`config.mk`:
```
export PLATFORM = sky130hd
export DESIGN_NAME = fpu_fetch_sequencer
export DESIGN_NICKNAME = d
export VERILOG_FILES = /design/src/rtl/fpu_fetch_sequencer.sv
export SDC_FILE = /design/constraint.sdc
export NUM_CORES = 1
export LEC_CHECK = 0
export BUFFER_PORTS_ARGS = -buffer_cell sky130_fd_sc_hd__buf_2
export CAP_MARGIN = 5
export CORE_MARGIN = 1.5
export CORE_UTILIZATION = 50
export CTS_CLUSTER_SIZE = 16
export DETAILED_ROUTE_END_ITERATION = 10
export PLACE_DENSITY = 0.79
export SLEW_MARGIN = 40
export SYNTH_ARGS = -nofsm -noshare
export SYNTH_HDL_FRONTEND = slang
export SYNTH_SLANG_ARGS = --single-unit
export TNS_END_PERCENT = 1
```
`constraint.sdc`:
```
create_clock -name clk -period 2.3 [get_ports clk]
set_input_delay 0.46 -clock clk [delete_from_list [all_inputs] [get_ports clk]]
set_output_delay 0.46 -clock clk [all_outputs]
set_load 0.02 [all_outputs]
```
`src/rtl/fpu_fetch_sequencer.sv`:
```
// Instruction fetch/issue sequencer for the bfloat16 FPU test core.
// Fetches words from SRAM, issues each for one cycle, waits on multi-cycle FPU ops.
module fpu_fetch_sequencer #(
   parameter int unsigned ADDR_W    = 8,
   parameter logic [31:0] HALT_INSN = 32'h0010_0073,
   parameter int unsigned TIMEOUT   = 255
) (
   input  logic              clk,
   input  logic              rst,
   input  logic              start,
   output logic              mem_en,
   output logic [ADDR_W-1:0] mem_addr,
   input  logic [31:0]       mem_rdata,
   output logic [31:0]       insn,
   output logic              insn_valid,
   input  logic              stall,
   input  logic              fpu_done,
   output logic [31:0]       pc,
   output logic              running,
   output logic              halted,
   output logic              timeout_err
);

   localparam int unsigned CNT_W = 8;
   localparam logic [ADDR_W-1:0] LAST_WORD = '1;

   typedef enum logic [2:0] {
      IDLE,
      FETCH,
      READ,
      ISSUE,
      CHECK,
      WAIT_DONE,
      HALTED
   } state_t;

   state_t             state, state_nxt;
   logic [31:0]        pc_nxt;
   logic [31:0]        insn_nxt;
   logic [CNT_W-1:0]   cnt, cnt_nxt;
   logic [CNT_W-1:0]   cnt_inc_c;
   logic               halted_nxt;
   logic               timeout_nxt;
   logic               advance_c;

   assign cnt_inc_c = cnt + CNT_W'(1);

   // State register
   always_ff @(posedge clk) begin
      if (rst) state <= IDLE;
      else     state <= state_nxt;
   end

   // Next-state and datapath next values
   always_comb begin
      state_nxt   = state;
      pc_nxt      = pc;
      insn_nxt    = insn;
      cnt_nxt     = cnt;
      halted_nxt  = halted;
      timeout_nxt = timeout_err;
      advance_c   = 1'b0;

      case (state)
         IDLE, HALTED: begin
            if (start) begin
               state_nxt   = FETCH;
               pc_nxt      = '0;
               halted_nxt  = 1'b0;
               timeout_nxt = 1'b0;
            end
         end
         FETCH: state_nxt = READ;
         READ: begin
            insn_nxt = mem_rdata;
            if (mem_rdata == HALT_INSN) begin
               state_nxt  = HALTED;
               halted_nxt = 1'b1;
            end else begin
               state_nxt = ISSUE;
            end
         end
         ISSUE: state_nxt = CHECK;
         CHECK: begin
            if (stall) begin
               cnt_nxt   = '0;
               state_nxt = WAIT_DONE;
            end else begin
               advance_c = 1'b1;
            end
         end
         WAIT_DONE: begin
            // Completion wins over a watchdog expiry in the same cycle
            if (fpu_done) begin
               advance_c = 1'b1;
            end else begin
               cnt_nxt = cnt_inc_c;
               if (cnt_inc_c == CNT_W'(TIMEOUT)) begin
                  timeout_nxt = 1'b1;
                  state_nxt   = HALTED;
               end
            end
         end
         default: state_nxt = IDLE;
      endcase

      // Stop at the last word instead of wrapping; pc keeps the last address
      if (advance_c) begin
         if (pc[ADDR_W+1:2] == LAST_WORD) begin
            state_nxt  = HALTED;
            halted_nxt = 1'b1;
         end else begin
            pc_nxt    = pc + 32'd4;
            state_nxt = FETCH;
         end
      end
   end

   // Datapath and registered outputs, decoded from the next state
   always_ff @(posedge clk) begin
      if (rst) begin
         pc          <= '0;
         insn        <= '0;
         cnt         <= '0;
         halted      <= 1'b0;
         timeout_err <= 1'b0;
         mem_en      <= 1'b0;
         mem_addr    <= '0;
         insn_valid  <= 1'b0;
         running     <= 1'b0;
      end else begin
         pc          <= pc_nxt;
         insn        <= insn_nxt;
         cnt         <= cnt_nxt;
         halted      <= halted_nxt;
         timeout_err <= timeout_nxt;
         mem_en      <= (state_nxt == FETCH);
         mem_addr    <= pc_nxt[ADDR_W+1:2];
         insn_valid  <= (state_nxt == ISSUE);
         running     <= (state_nxt != IDLE) && (state_nxt != HALTED);
      end
   end

endmodule

```
Yosys cells after proc, flatten, opt, wreduce, memory -nomap -nowiden

Cells that the tools add are included.

Memories: 0
Bits of input ports: 37
Latch bits: 0
Bits in registers: 88
Word-level logic and storage cells: 63
Memory bits (writable): 0
ROM bits: 0

$add $sub $neg: 2
Eq/ne operators: 16
$lt $le $gt $ge: 0
Multipliers: 0
Divide/modulo/power cells: 0
Multiplexer cells: 27
Reduce and logical (&&, ||, !) cells: 8
Bitwise gates (word level): 0
Shift operators: 0

Operators with widths:

| kind                                                              | count |
|---|---|
| 32-bit 2-to-1 mux                                                 | 4 |
| 32-bit by 3-bit adder with 32-bit output, second input constant   | 1 |
| 32-bit by 21-bit == test with 1-bit output, second input constant | 1 |
| 3-bit 2-to-1 mux                                                  | 7 |
| 3-bit case mux with 6 select lines                                | 1 |
| 8-bit == test, second input constant                              | 2 |
| 8-bit 2-to-1 mux                                                  | 2 |
| 8-bit case mux with 2 select lines                                | 1 |
| 3-bit by 2-bit == test with 1-bit output, second input constant   | 3 |
| 3-bit == test, second input constant                              | 3 |
| 1-bit 2-to-1 mux                                                  | 9 |
| 8-bit by 1-bit adder with 8-bit output, second input constant     | 1 |
| 2-bit != test, second input constant                              | 4 |
| 3-bit by 1-bit == test with 1-bit output, second input constant   | 2 |
| 1-bit case mux with 2 select lines                                | 3 |
| 4-bit AND reduction                                               | 1 |
| 2-bit nonzero test                                                | 2 |
| 3-bit logical NOT                                                 | 1 |
| 3-bit != test, second input constant                              | 1 |
| 3-bit AND reduction                                               | 1 |
| 3-bit nonzero test                                                | 1 |
| 2-bit OR reduction                                                | 1 |
| 1-bit logical AND                                                 | 1 |

Longest topological paths before layout

Gate-level depths: netlist of run 1.

Depth in word-level cells: 8
Gate-level depth with buffers: 9

Least setup slack after synthesis of run 1

No wires, ideal clock.

Path type: register to register
Start: register, netlist name mem_addr[0]
End: register running
Buffers on the path: 0
Slack: 0.280 ns
Data arrival time: 1.889 ns
Stages on the path, launching flop included: 8
Setup time: 0.130 ns
Path through: dfxtp_1 -> ha_1 -> and4_1 -> nor2b_1 -> nor2_4 -> nor2_1 -> a311o_1 -> o31ai_1

RTL lines:

| item                   | line | text |
|---|---|---|
| end signal: assignment | 140  | `running <= (state_nxt != IDLE) && (state_nxt != HALTED);` |
| end: declaration       | 19   | `output logic running,` |

==> results.cfg, run 1 <==
[clock_network]
cts_tree = done
clk_path_buf_depth = 2
clock_latency_ns = 0.35
cts_root_buf = clkbuf_8
cts_setup_buffers = 0
clock_sinks = 80
cts_resized = 0
hold_buffers = 0
cts.clk_slew.worst_paths_ns = 0.09
htree_num_levels = 3
cts_buffers = 9

[setup_path]
cp-endpoint = running$_SDFF_PP0_
r2r_slack_ns = 0.18
worstPathRequired_ns = 2.53
startpoint_type = register
startpoint = mem_addr[0]$_SDFF_PP0_
r2r-end = running$_SDFF_PP0_
crit_fanout = 7
cp.arrival_ns = 2.35
r2r_start = mem_addr[0]$_SDFF_PP0_
crit_path_end_kind = register
crit_type = reg2reg
reg2regPathDepth = 7

[routing]
drt-total-wl_mm = 7.96
antenna_left = 0
via_per_inst = 5.36
first_pass_iters = 4
drtIter0Drc = 195
wire_per_inst_um = 13.1
vias = 3266
drc = 0

[flow_run]
drv_cap = 0

[grt]
track_usage_pct = 22.2
grt_pass1_vias = 2971
grt_max_degree = 49
grt_pass1_wl_mm = 13.3
overflow = 0
grt_antenna_before_repair = 0

[floorplanning]
start_util_pct = 51.6
die_w_um = 86.5
core_area_um2 = 6760
io_pins = 114
die_h_um = 86.5
dieArea_um2 = 7480
rows = 30

[timing]
max_slew.worst_pin.slew_ns = 0.603
final.setup_skew_ns = 0.00952
timing.final.crit_share_pct = 92.1
slew_headroom_pct = 59.6
setup_viol = 0
fin_crit_ns = 2.12
setup_tns_ns = 0
final_hold_viol_count = 0
drv_slew = 0
max_freq_ghz = 0.472
rsz0062_at_grt = no

[synth]
synth_top_cell_area_share_pct = 46.0
ys_ff_latch = 80
avgSynthCellArea_um2 = 8.43
yosys_warnings = 0
syn_inst = 413
synth_cell_types = 51
synth_largest_area_cell = dfxtp_1
syn_nets = 453
yosysSeqAreaShare_pct = 46.0
synth_area_leaders = dfxtp_1 46%, nand2_1 8.5%, a21oi_1 6.8%, nor2_1 4.4%, and2_1 3.1%
synth_area_um2 = 3480

[final_layout]
layout_common_cells = 113 x buf_2, 80 x dfxtp_1, 79 x nand2_1
n_antenna_cell = 0
layout_commonest_cell = buf_2
drive_gt1_share_pct = 30.8
seq_area_um2 = 1600
final_nets = 564
fillers = 588
syn_to_final_growth_pct = 25.4
multi_input_area_um2 = 1720

[placement]
gp_congestion = 0.890
io_buffers = 113
place_hpwl_mm = 5.80

[power]
total_power_mw = 4.08
peakVddDrop_v = 0.000555
leakagePower_nw = 1.86
powerDensity_nw_per_um2 = 934

[min_path]
hp-class = in2reg
holdPathStages = 3

[status]
status = complete, no violations
[worst min-delay path by stage]
stage | to | slack [ns] | from
finish | insn[9]$_SDFFE_PP0P_ | 0.35 | mem_rdata[9]
global route | insn[9]$_SDFFE_PP0P_ | 0.34 | mem_rdata[9]
CTS | insn[10]$_SDFFE_PP0P_ | 0.33 | mem_rdata[10]
detailed placement | pc[0]$_SDFFE_PP0P_ | 0.44 | pc[0]$_SDFFE_PP0P_
global placement | timeout_err$_SDFFE_PP0P_ | 0.43 | timeout_err$_SDFFE_PP0P_
floorplan | cnt[7]$_SDFFE_PP0P_ | 0.45 | cnt[7]$_SDFFE_PP0P_
[area by class of cell]
| cell class | instances | area share, % |
|---|---|---|
| multi-input combinational | 299 | 39.4 |
| tap | 80 | 2.29 |
| inverter | 6 | 0.516 |
| sequential | 80 | 36.7 |
| clock buffer | 9 | 2.84 |
| timing repair buffer | 128 | 15.5 |
| clock inverter | 7 | 2.75 |
[sequential cells by signal (all words and copies together) (netlist names), named ones only]
| name | count |
|---|---|
| state | 3 |
| running | 1 |
| timeout_err | 1 |
| cnt | 8 |
| insn_valid | 1 |
| halted | 1 |
| mem_addr | 7 |
| insn | 32 |
| mem_en | 1 |
| pc | 23 |
[cells in the mapped netlist, drive strengths merged]
master	n
o31ai	2
o31a	1
o21ai	8
xnor2	8
mux2	2
or4b	1
a21bo	1
xor2	8
or3	2
and2	17
a221oi	2
nand3	14
nor3	4
a22oi	1
a311o	1
or2	2
nand3b	2
nor4	10
dfxtp	80
o211ai	2
and4	1
ha	3
a21oi	47
nand2	80
nand2b	6
nor4b	2
buf	10
inv	6
nand4	11
nand4b	2
a31o	1
nor2b	5
a311oi	5
and3b	1
a41oi	1
nor2	42
nand4bb	1
clkbuf	18
a31oi	2
nor3b	1
[report_power, final]
group,internal [mW],leakage [nW],total [mW],switching (mW)
Sequential,1.55,0.648,1.67,0.112
Combinational,0.420,1.11,1.18,0.759
Clock,0.720,0.108,1.23,0.513
[per-layer routing]
| layer | wire length (um) | vias up | part of all wire (%) | global-route usage [%] |
|---|---|---|---|---|
| met1 | 3620 | 1508 | 45 | 28.1 |
| li1 | - | 1632 | - | - |
| met3 | 537 | 13 | 6.8 | 5.90 |
| met4 | 149 | 0 | 1.9 | 9.24 |
| met2 | 3650 | 113 | 46 | 35.8 |
| met5 | 0 | - | 0 | 0 |
[cell families (layout without fill, tap and decap cells)]
| group | Yosys count | after routing | synth area share (%) |
|---|---|---|---|
| and+or+nand+nor | 204 | 204 | 31.0 |
| adders and majority gates | 3 | 3 | 1.08 |
| buffers and inverters | 34 | 150 | 4.67 |
| AOI/OAI and AO/OA | 74 | 74 | 12.6 |
| xor gates and xnor gates | 16 | 16 | 4.02 |
| muxes | 2 | 2 | 0.647 |
| DFF | 80 | 80 | 46.0 |
[per-stage QoR]
stage	cells	area (um2)	util, %	hold slack, ns	setup slack [ns]
global route	609	4370	64.6	0.336	0.0559
finish	609	4370	64.6	0.346	0.181
CTS	609	4370	64.6	0.332	0.204
detailed placement	593	4120	61.0	0.440	0.128
floorplan	413	3480	-	0.448	0.280
global placement	593	4120	61.0	0.433	0.224
[critical path: stages, from the launching register on]
cell and delay [ns]:
dfxtp_1 0.47, ha_1 0.32, and4_1 0.27, nor2b_1 0.35
nor2_4 0.10, nor2_1 0.11, a311o_1 0.26, o31ai_1 0.10
(Power assumes the default switching activity.)
==> run 2, diff against run 1 <==
REMOVE_ABC_BUFFERS = 1   (was default)
==> run 2 against run 1 <==
  * Final area decreased by 1.3%
  * Global-route usage increased by 0.40 points
  * Core utilization decreased by 0.87 points
  * Clock power decreased by 13%
  * Final cell count decreased by 0.49%
  * Setup slack improved by 0.064 ns
  * Critical path type unchanged
  * Largest cell class unchanged
==> results.cfg, run 2 (synthesis gave the netlist of run 1 again) <==
[routing]
drt-total-wl_mm = 8.25
via_per_inst = 5.36
wire_per_inst_um = 13.6
first_pass_iters = 4
vias = 3249
drtIter0Drc = 113
drc = 0
antenna_left = 0

[setup_path]
path_cells = nand2b_4 -> or3_4 -> nor2_4 -> nor2_1 -> a311o_1 -> nor3b_2
cp.arrival_ns = 2.34
reg2regPathDepth = 6
crit_fanout = 10
crit_type = reg2reg
worstPathRequired_ns = 2.58
cp_slowest_cell = dfxtp_1
slowest_delay_ns = 0.55
crit_path_end_kind = register
startpoint_type = register

[final_layout]
stdcell_area_um2 = 4310
largest-register = insn
drive_gt1_share_pct = 30.4
syn_to_final_growth_pct = 23.7
layout_commonest_cell = buf_2
n_antenna_cell = 0
reg.largest.list = insn: 32 flops, pc: 23 flops, cnt: 8 flops
fillers = 605
largest_reg_flops = 32
final_cells = 606
final_nets = 561
layout_common_cells = 113 x buf_2, 80 x dfxtp_1, 79 x nand2_1

[floorplanning]
die_h_um = 86.5
start_util_pct = 51.6
rows = 30
core_area_um2 = 6760
dieArea_um2 = 7480
io_pins = 114
die_w_um = 86.5

[clock_network]
cts_resized = 0
clock_latency_ns = 0.35
cts_buffers = 9
cts_root_buf = clkbuf_8
clock_sinks = 80
htree_num_levels = 3
cts_setup_buffers = 0
hold_buffers = 0
clk_path_buf_depth = 2
cts.clk_slew.worst_paths_ns = 0.09
cts_tree = done

[placement]
place_area_um2 = 4100
dp.cells = 590
gp_congestion = 0.886
io_buffers = 113
place_hpwl_mm = 6.11

[timing]
max_slew.worst_pin.slew_ns = 0.667
max_freq_ghz = 0.487
setup_tns_ns = 0
timing.final.crit_share_pct = 89.4
setup_viol = 0
drv_slew = 0
rsz0062_at_grt = no
slew_headroom_pct = 55.4
final.setup_skew_ns = 0.0137
final_hold_viol_count = 0
fin_crit_ns = 2.06

[grt]
overflow = 0
grt_antenna_before_repair = 0
grt_pass1_vias = 2967
track_usage_pct = 22.6
grt_pass1_wl_mm = 13.4
grt_max_degree = 34

[flow_run]
drv_cap = 0

[power]
peakVddDrop_v = 0.000382
powerDensity_nw_per_um2 = 906
leakagePower_nw = 1.84

[min_path]
holdPathStages = 3
hp-class = in2reg

[status]
status = complete, no violations
run 2: cell types whose count changed in the layout (fill, tap and decap cells not counted):
| cell | before | now |
|---|---|---|
| clkbuf_1 | 0 | 1 |
| nor2b_1 | 5 | 4 |
| inv_6 | 0 | 2 |
| bufinv_16 | 3 | 1 |
| buf_4 | 15 | 12 |
| clkinvlp_4 | 4 | 1 |
| nor2b_2 | 0 | 1 |
| clkinv_4 | 0 | 1 |
| clkbuf_8 | 9 | 10 |
run 2: layer usage:
layer	part of all wire [%]	vias up	GRT usage [%]
met5	0	-	0
met4	1.6	0	10.7
met3	5.7	10	4.10
met2	46	109	36.4
met1	47	1514	29.3
li1	-	1616	-
run 2: layout make-up:
type | count | area (um2) | area share [%]
Clock buffer | 11 | 141 | 3.28
Clock inverter | 5 | 63.8 | 1.48
Inverter | 6 | 22.5 | 0.523
Multi-Input combinational cell | 299 | 1720 | 40.0
Sequential cell | 80 | 1600 | 37.2
Tap cell | 80 | 100 | 2.32
Timing Repair Buffer | 125 | 656 | 15.2
run 2: per-stage QoR:
step | hold slack [ns] | worst slack [ns] | util [%] | power, mW
after floorplan | 0.443 | -0.0646 | - | 2.45
after global placement | 0.435 | 0.228 | 60.7 | 2.83
after detailed placement | 0.438 | 0.178 | 60.7 | 2.86
after CTS | 0.341 | 0.157 | 63.7 | 3.92
after global routing | 0.352 | 0.107 | 63.8 | 4.11
final | 0.348 | 0.245 | 63.8 | 3.90
run 2: critical path, delay by kind of cell (launching register included):
| kind | cells | cell delay (ns) |
|---|---|---|
| AOI/OAI and AO/OA | 1 | 0.39 |
| DFF | 1 | 0.55 |
| and+or+nand+nor | 5 | 1.05 |
run 2: path summary, 6_finish.rpt:
check | start | end | slack, ns
hold reg to reg | timeout_err$_SDFFE_PP0P_ | timeout_err$_SDFFE_PP0P_ | 0.45
hold / removal | mem_rdata[26] | insn[26]$_SDFFE_PP0P_ | 0.35
setup / recovery | state[2]$_SDFF_PP0_ | insn_valid$_SDFF_PP0_ | 0.24
setup reg to reg | state[2]$_SDFF_PP0_ | insn_valid$_SDFF_PP0_ | 0.24
run 2: power breakdown:
part           internal [mW]  total (mW)  switching (mW)
registers               1.55        1.66           0.108
logic                  0.414        1.17           0.760
clock network          0.542        1.07           0.524
==> run 3, diff against run 2 <==
CORE_UTILIZATION = 52   (was 50)
CTS_BUF_LIST = sky130_fd_sc_hd__clkbuf_4   (was default)
CTS_CLUSTER_DIAMETER = 100   (was default)
PLACE_DENSITY = 0.82   (was 0.79)
TNS_END_PERCENT = default   (was 1)
==> run 3 against run 2 <==
  * The flow now finishes with violations (DRC)
  * Flip-flop and latch count is the same
  * Fmax is 2.3% lower
  * Setup slack got worse by 0.048 ns
  * First-iteration DRC count grew 50%
  * Clock-buffer cell count shrank 1
  * Critical path type unchanged
  * Clock skew is 0.0024 ns lower
  * Via count decreased by 0.65%
  * Die area decreased by 3.7%
  * Clock power shrank 14%
  * Final cell count decreased by 0.83%
  * Non-clock buffer count down 2
==> results.cfg, run 3 (synthesis gave the netlist of run 1 again) <==
[setup_path]
crit_type = reg2reg
cp.arrival_ns = 2.44
slowest_delay_ns = 0.57
worstPathRequired_ns = 2.64
r2r-end = insn_valid$_SDFF_PP0_
cp-endpoint = insn_valid$_SDFF_PP0_
r2r_start = state[2]$_SDFF_PP0_
startpoint_type = register
critical_path.top_delay_family = simple AND/OR/NAND/NOR gates
path_cells = nand2b_4 -> or3_4 -> nor2_4 -> nor2_1 -> a311o_1 -> nor3b_2
crit_cells = 6
cp_slowest_cell = dfxtp_1
reg2regPathDepth = 6
worstPathBufferInverterCount = 0
crit_path_end_kind = register
startpoint = state[2]$_SDFF_PP0_
crit_fanout = 10
r2r_slack_ns = 0.20

[final_layout]
largest-register = insn
drive_gt1_share_pct = 30.2
layout_common_cells = 113 x buf_2, 80 x dfxtp_1, 79 x nand2_1
reg.largest.list = insn: 32 flops, pc: 23 flops, cnt: 8 flops
syn_to_final_growth_pct = 21.8
stdcell_area_um2 = 4240
layout_commonest_cell = buf_2
n_antenna_cell = 0
fin_util_pct = 66.1
final_nets = 559
fillers = 533
largest_reg_flops = 32
final_cells = 601

[grt]
track_usage_pct = 22.6
overflow = 0
grt_pass1_vias = 2835
grt_max_degree = 42
grt_antenna_before_repair = 0
grt_pass1_wl_mm = 13.1

[clock_network]
cts_tree = done
hold_buffers = 0
cts_setup_buffers = 0
htree_num_levels = 3
cts_root_buf = clkbuf_4
cts.clk_slew.worst_paths_ns = 0.13
cts_buffers = 9
clock_sinks = 80
clk_path_buf_depth = 2
clock_latency_ns = 0.41

[placement]
place_hpwl_mm = 6.06
place_area_um2 = 4080
dp.cells = 585
gp_congestion = 0.874
dpl_worst_slack_ns = 0.159
io_buffers = 113

[floorplanning]
io_pins = 114
rows = 29
core_area_um2 = 6420
die_w_um = 84.8
die_h_um = 84.8
dieArea_um2 = 7200
start_util_pct = 54.2

[power]
total_power_mw = 3.74
peakVddDrop_v = 0.000529
leakagePower_nw = 1.82
powerDensity_nw_per_um2 = 882

[status]
violations = DRC
status = finished with violations

[timing]
setup_tns_ns = 0
slew_headroom_pct = 54.5
layout_setup_ws_ns = 0.197
drv_slew = 0
fin_crit_ns = 2.10
rsz0062_at_grt = no
timing.final.crit_share_pct = 91.5
setup_viol = 0
holdWs_ns = 0.279
max_slew.worst_pin.slew_ns = 0.680
max_freq_ghz = 0.475
final.setup_skew_ns = 0.0113
final_hold_viol_count = 0

[routing]
vias = 3228
drtIter0Drc = 169
antenna_left = 0
via_per_inst = 5.37
drt-total-wl_mm = 8.11
drc = 14
wire_per_inst_um = 13.5
first_pass_iters = 8

[flow_run]
drv_cap = 0

[min_path]
hp-class = in2reg
-- run 3: changes by cell type in the layout (fill, tap and decap cells not counted), sizes merged --
cell	before	now
clkbuf	11	10
buf	125	123
clkinvlp	1	0
clkinv	1	3
inv	8	7
bufinv	1	2
-- run 3: layout make-up --
type                            count  area (um2)  area share (%)
Clock buffer                       10        75.1            1.77
Tap cell                           77        96.3            2.27
Inverter                            6        22.5           0.531
Clock inverter                      6        82.6            1.95
Timing Repair Buffer              123         641            15.1
Multi-Input combinational cell    299        1720            40.6
Sequential cell                    80        1600            37.7
-- run 3: report_power, final --
group          total, mW  switching (mW)  internal, mW
sequential          1.67           0.116          1.55
clock              0.918           0.467         0.451
combinational       1.15           0.751         0.404
-- run 3: worst min path at each step --
stage	startpoint	end	slack [ns]	cells past startpoint
floorplan	cnt[7]$_SDFFE_PP0P_	cnt[7]$_SDFFE_PP0P_	0.44	1
global placement	timeout_err$_SDFFE_PP0P_	timeout_err$_SDFFE_PP0P_	0.43	2
detailed placement	timeout_err$_SDFFE_PP0P_	timeout_err$_SDFFE_PP0P_	0.43	2
CTS	mem_rdata[14]	insn[14]$_SDFFE_PP0P_	0.26	3
global route	mem_rdata[26]	insn[26]$_SDFFE_PP0P_	0.27	3
finish	mem_rdata[14]	insn[14]$_SDFFE_PP0P_	0.28	3
-- run 3: what timing repair did --
| action | in CTS | in global routing |
|---|---|---|
| resized for setup | 0 | 1 |
| hold endpoints to repair | 0 | 0 |
| setup endpoints to repair | 0 | 3 |
-- run 3: tightest hold or removal path, cell delays in order --
cell,delay (ns)
buf_2,0.10
nand2_1,0.05
a21oi_1,0.05
-- run 3: layer usage --
layer / up-vias / GRT usage, % / share of wire [%]
li1: 1622 / - / -
met4: 0 / 9.24 / 1.2
met2: 120 / 36.9 / 47
met5: - / 0 / 0
met3: 8 / 3.60 / 7.1
met1: 1478 / 29.9 / 44
